<file path="config.mk">
export PLATFORM = sky130hd
export DESIGN_NAME = insn_emitter
export DESIGN_NICKNAME = d
export VERILOG_FILES = /design/src/rtl/insn_emitter.sv
export SDC_FILE = /design/constraint.sdc
export NUM_CORES = 1
export LEC_CHECK = 0
export ABC_AREA = 0
export CORE_ASPECT_RATIO = 0.9
export CORE_MARGIN = 10
export CORE_UTILIZATION = 30
export DETAILED_ROUTE_END_ITERATION = 10
export PLACE_DENSITY = 0.57
export SYNTH_ARGS = -nofsm -noshare
export SYNTH_HDL_FRONTEND = slang
export SYNTH_SLANG_ARGS = --single-unit
</file>
<file path="constraint.sdc">
create_clock -name clk -period 4.3 [get_ports clk]
set_clock_uncertainty 0.15 [all_clocks]
set_input_delay 1.29 -clock clk [delete_from_list [all_inputs] [get_ports clk]]
set_output_delay 1.29 -clock clk [all_outputs]
set_load 0.02 [all_outputs]
</file>
<file path="src/rtl/insn_emitter.sv">
// insn_emitter: packs structured nic8 instructions into opcode/literal bytes and writes them to program memory
// Ports:
//   clk, reset_n                   clock, asynchronous active-low reset
//   org_load, org_addr             reposition the write address (honoured only in IDLE)
//   req_valid/req_ready            instruction handshake
//   req_src, req_dst, req_indexed, req_cond, req_lit   instruction fields
//   mem_we, mem_addr, mem_wdata    byte-wide program memory write port
//   pc                             next address to be written
//   err, wrapped                   sticky status flags (cleared only by reset)
module insn_emitter #(
    parameter int ADDR_W = 8
) (
    input  logic              clk,
    input  logic              reset_n,
    input  logic              org_load,
    input  logic [ADDR_W-1:0] org_addr,
    input  logic              req_valid,
    output logic              req_ready,
    input  logic [1:0]        req_src,
    input  logic [2:0]        req_dst,
    input  logic              req_indexed,
    input  logic [1:0]        req_cond,
    input  logic [7:0]        req_lit,
    output logic              mem_we,
    output logic [ADDR_W-1:0] mem_addr,
    output logic [7:0]        mem_wdata,
    output logic [ADDR_W-1:0] pc,
    output logic              err,
    output logic              wrapped
);
    typedef enum logic [1:0] {IDLE, OPCODE, LITERAL} state_t;
    state_t state, state_nxt;
    logic [7:0] op_byte, lit_byte;
    logic need_lit, accept, legal;

    assign legal  = req_dst != 3'd7;
    assign accept = req_valid && req_ready;

    always_ff @(posedge clk or negedge reset_n)
        if (!reset_n) state <= IDLE;
        else          state <= state_nxt;

    always_comb begin
        state_nxt = state;
        case (state)
            IDLE:    state_nxt = accept && legal ? OPCODE : IDLE;
            OPCODE:  state_nxt = need_lit ? LITERAL : IDLE;
            default: state_nxt = IDLE;
        endcase
    end

    // reset_n gates ready so nothing is offered while reset is held
    always_comb begin
        req_ready = reset_n && state == IDLE && !org_load;
        mem_we    = state == OPCODE || state == LITERAL;
        mem_addr  = mem_we ? pc : '0;
        mem_wdata = state == OPCODE ? op_byte : state == LITERAL ? lit_byte : 8'h00;
    end

    always_ff @(posedge clk or negedge reset_n)
        if (!reset_n) begin
            pc       <= '0;
            op_byte  <= 8'h00;
            lit_byte <= 8'h00;
            need_lit <= 1'b0;
            err      <= 1'b0;
            wrapped  <= 1'b0;
        end else begin
            if (accept) begin
                op_byte  <= {req_cond, req_src, req_indexed, req_dst};
                lit_byte <= req_lit;
                need_lit <= req_src == 2'd0 && !req_indexed;
            end
            if (accept && !legal) err <= 1'b1;
            if (mem_we) begin
                pc <= pc + 1'b1;
                if (pc == {ADDR_W{1'b1}}) wrapped <= 1'b1;
            end else if (state == IDLE && org_load) begin
                pc <= org_addr;
            end
        end
endmodule

</file>
==> results.yml <==
worst_setup_path:
  critPathBufInv: 2
  worstSetupPathType: "in2out"
  worst-path-stages: 4
  r2r_slack_ps: 2380
  worst-endpoint-required_ps: 2860
  crit_path_max_incr_delay_ps: 610
  path_cells: "clkdlybuf4s50_1 -> nand2_1 -> nor2_1 -> clkdlybuf4s50_1"
  worst_path_max_delay_cell: "clkdlybuf4s50_1"
  crit_start: "reset_n"
  start_kind: "input pin"
  crit_fanout: 2
  crit_family: "buffers and inverters"
  crit_top_cell: "clkdlybuf4s50_1"
  critPathArrivalTime_ps: 2610
  r2r_start: "state[1]"
  rr_worst_depth: 5
  end_kind: "primary output"
detailed_routing:
  via_count: 1176
  met1Wirelength_mm: 1.71
  drt_iter0_markers: 86
  drcViolationCount: 0
  routed_via_density: 4.72
  met3WireLength_um: 186
  wl_per_cell_um: 16.5
  detail-route-antenna-nets: 0
  met2_length_mm: 2.10
  top_layer: "met4"
  drt_first_pass_iters: 4
  wirelength_mm: 4.11
global_route:
  grt_overflow_total: 0
  grt_usage_pct: 10.6
  grt_max_degree: 31
  grt_pass1_wl_mm: 6.84
  antenna_found_initial: 0
  grt_pass1_vias: 1319
die:
  dieArea_sq_mm: 0.00822
  start_util_pct: 31.0
  die_w_um: 94.4
  num_rows: 24
  coreArea_sq_mm: 0.00483
  ios: 56
  die_y_um: 87
sta:
  fmax_ghz: 0.247
  fin_crit_ps: 4050
  setup_viol: 0
  min_period_over_period_pct: 94.2
  hold_violations: 0
  setup_tns_ps: 0
  slew_headroom_pct: 59.4
  rsz0062_at_grt: "false"
  drv_slew: 0
  tightestPinTransition_ps: 608
  hold_slack_ps: 302
clock_tree:
  clock_path_buffers: 2
  htree_num_levels: 2
  cts_buffers: 5
  root_buffer: "clkbuf_8"
  holdBufCountCts: 0
  cts.repair.resized: 0
  clk_latency_ps: 280
  cts.sinks: 29
  clk_pin_slew_worst_paths_ps: 60
  cts_tree: "done"
  post_cts_buffers: 0
synthesis:
  synthDistinctLibCells: 35
  synth_warnings: 0
  syn_inst: 123
  synth_seq_area_share_pct: 48.5
  syn-num-nets: 155
  syn_area_per_cell_sq_um: 12.2
  syn-cell-area_sq_mm: 0.00150
  yosys.area.top_type_share_pct: 48.5
  synth_top_area_cell: "dfrtp_1"
  ys_ff_latch: 29
  yosys-top-cells-area: "dfrtp_1 (48%), mux2_4 (16%), a22o_1 (4.7%), ha_1 (3.3%), and2_1 (2.9%)"
final_layout:
  instances_no_fill: 249
  layout_common_cells: "clkdlybuf4s50_1 (55), dfrtp_1 (29), mux2_4 (16)"
  final_common_cell: "clkdlybuf4s50_1"
  syn_to_final_growth_pct: 49.1
  drive_gt1_share_pct: 16.3
  fin_nets: 215
  fin_util_pct: 46.1
  antenna_cells: 0
  finish.instance_area_sq_mm: 0.00223
placement:
  post-dp-hpwl_mm: 3.21
  portBuffers: 55
  placed_area_sq_mm: 0.00211
  place.gp.congestion: 0.803
  place_inst: 241
power_and_ir_drop:
  sw_frac_of_total_pct: 26.4
  ir_drop_mv: 0.231
  powerDensity_mw_per_mm2: 387
  p_int_uw: 635
  power_switching_uw: 228
  leakage_uw: 0.000994
  pwr-share-comb_pct: 24.9
  power_frac_seq_pct: 41.8
  clockPowerShare_pct: 33.4
min_path:
  min_path_cells: 1
  hold_class: "reg2reg"
  min_from: "wrapped"
flow_run:
  maxCapViolCount: 0
status:
  status: "finished clean"
## path summary, 6_finish.rpt
kind                                to
min in group asynchronous        pc[7]
min reg2reg                    wrapped
max                          req_ready
max in group asynchronous  lit_byte[6]
max reg2reg                      pc[3]
min                            wrapped
## worst reg2reg max path, stage by stage, from the launching register on
cell,delay [ps]
dfrtp_1,350
inv_1,60
ha_1,600
inv_1,230
o32ai_1,320
a21oi_1,70
## area by class of cell
class,count,area [sq um]
Timing Repair Buffer,58,573
Inverter,7,26.3
Fill cell,439,2600
Clock inverter,1,30.0
Clock buffer,7,86.3
Sequential cell,29,726
Multi-Input combinational cell,82,708
Tap cell,65,81.3
## metal layers
layer	GRT usage (%)	vias up
li1	-	565
met1	12.6	575
met2	16.9	25
met3	3.28	11
met4	5.24	0
met5	0	-
## sequential cells by signal, indices dropped and copies added (netlist names)
name and cells:
lit_byte 8, op_byte 8, pc 8, state 2, err 1, need_lit 1, wrapped 1
## metrics by stage
| stage | total power, uW | setup slack (ps) |
|---|---|---|
| 2_1_floorplan | 476 | 1240 |
| 3_3_place_gp | 576 | 227 |
| 3_5_place_dp | 580 | 233 |
| 4_1_cts | 873 | 223 |
| 5_1_grt | 911 | 185 |
| 6_report | 863 | 249 |
## cells by family after synthesis
kind of cell    count (synthesis)  share of synthesized area [%]
buf+inv                        12                           4.18
mux                            18                           17.4
fa+ha+maj                       4                           3.34
simple gates                   30                           11.4
flops                          29                           48.5
compound gates                 30                           15.2
## cell usage after synthesis, drive strengths merged
cell	n
o311ai	1
mux2	16
ha	4
o41ai	1
a22o	8
and3	3
mux2i	2
o221a	1
o21ai	3
inv	7
o32a	1
a211oi	1
a311oi	1
nand3	3
a21oi	5
nor2	3
a21o	2
clkbuf	1
o32ai	1
buf	4
nand2	7
o21a	1
nand4b	1
and2	7
o22a	1
a21boi	1
o21bai	1
nand3b	1
dfrtp	29
nor3	1
o211ai	1
nor2b	2
nand4	2
## power by group through the flow
| stage | logic [uW] | registers (uW) | clock network, uW |
|---|---|---|---|
| after floorplan | 105 | 371 | 0 |
| after global placement | 214 | 362 | 0 |
| after CTS | 218 | 360 | 295 |
| after global routing | 231 | 367 | 312 |
| final | 214 | 360 | 288 |
| after detailed placement | 217 | 363 | 0 |
No activity file was read; power rests on OpenSTA's default activity.
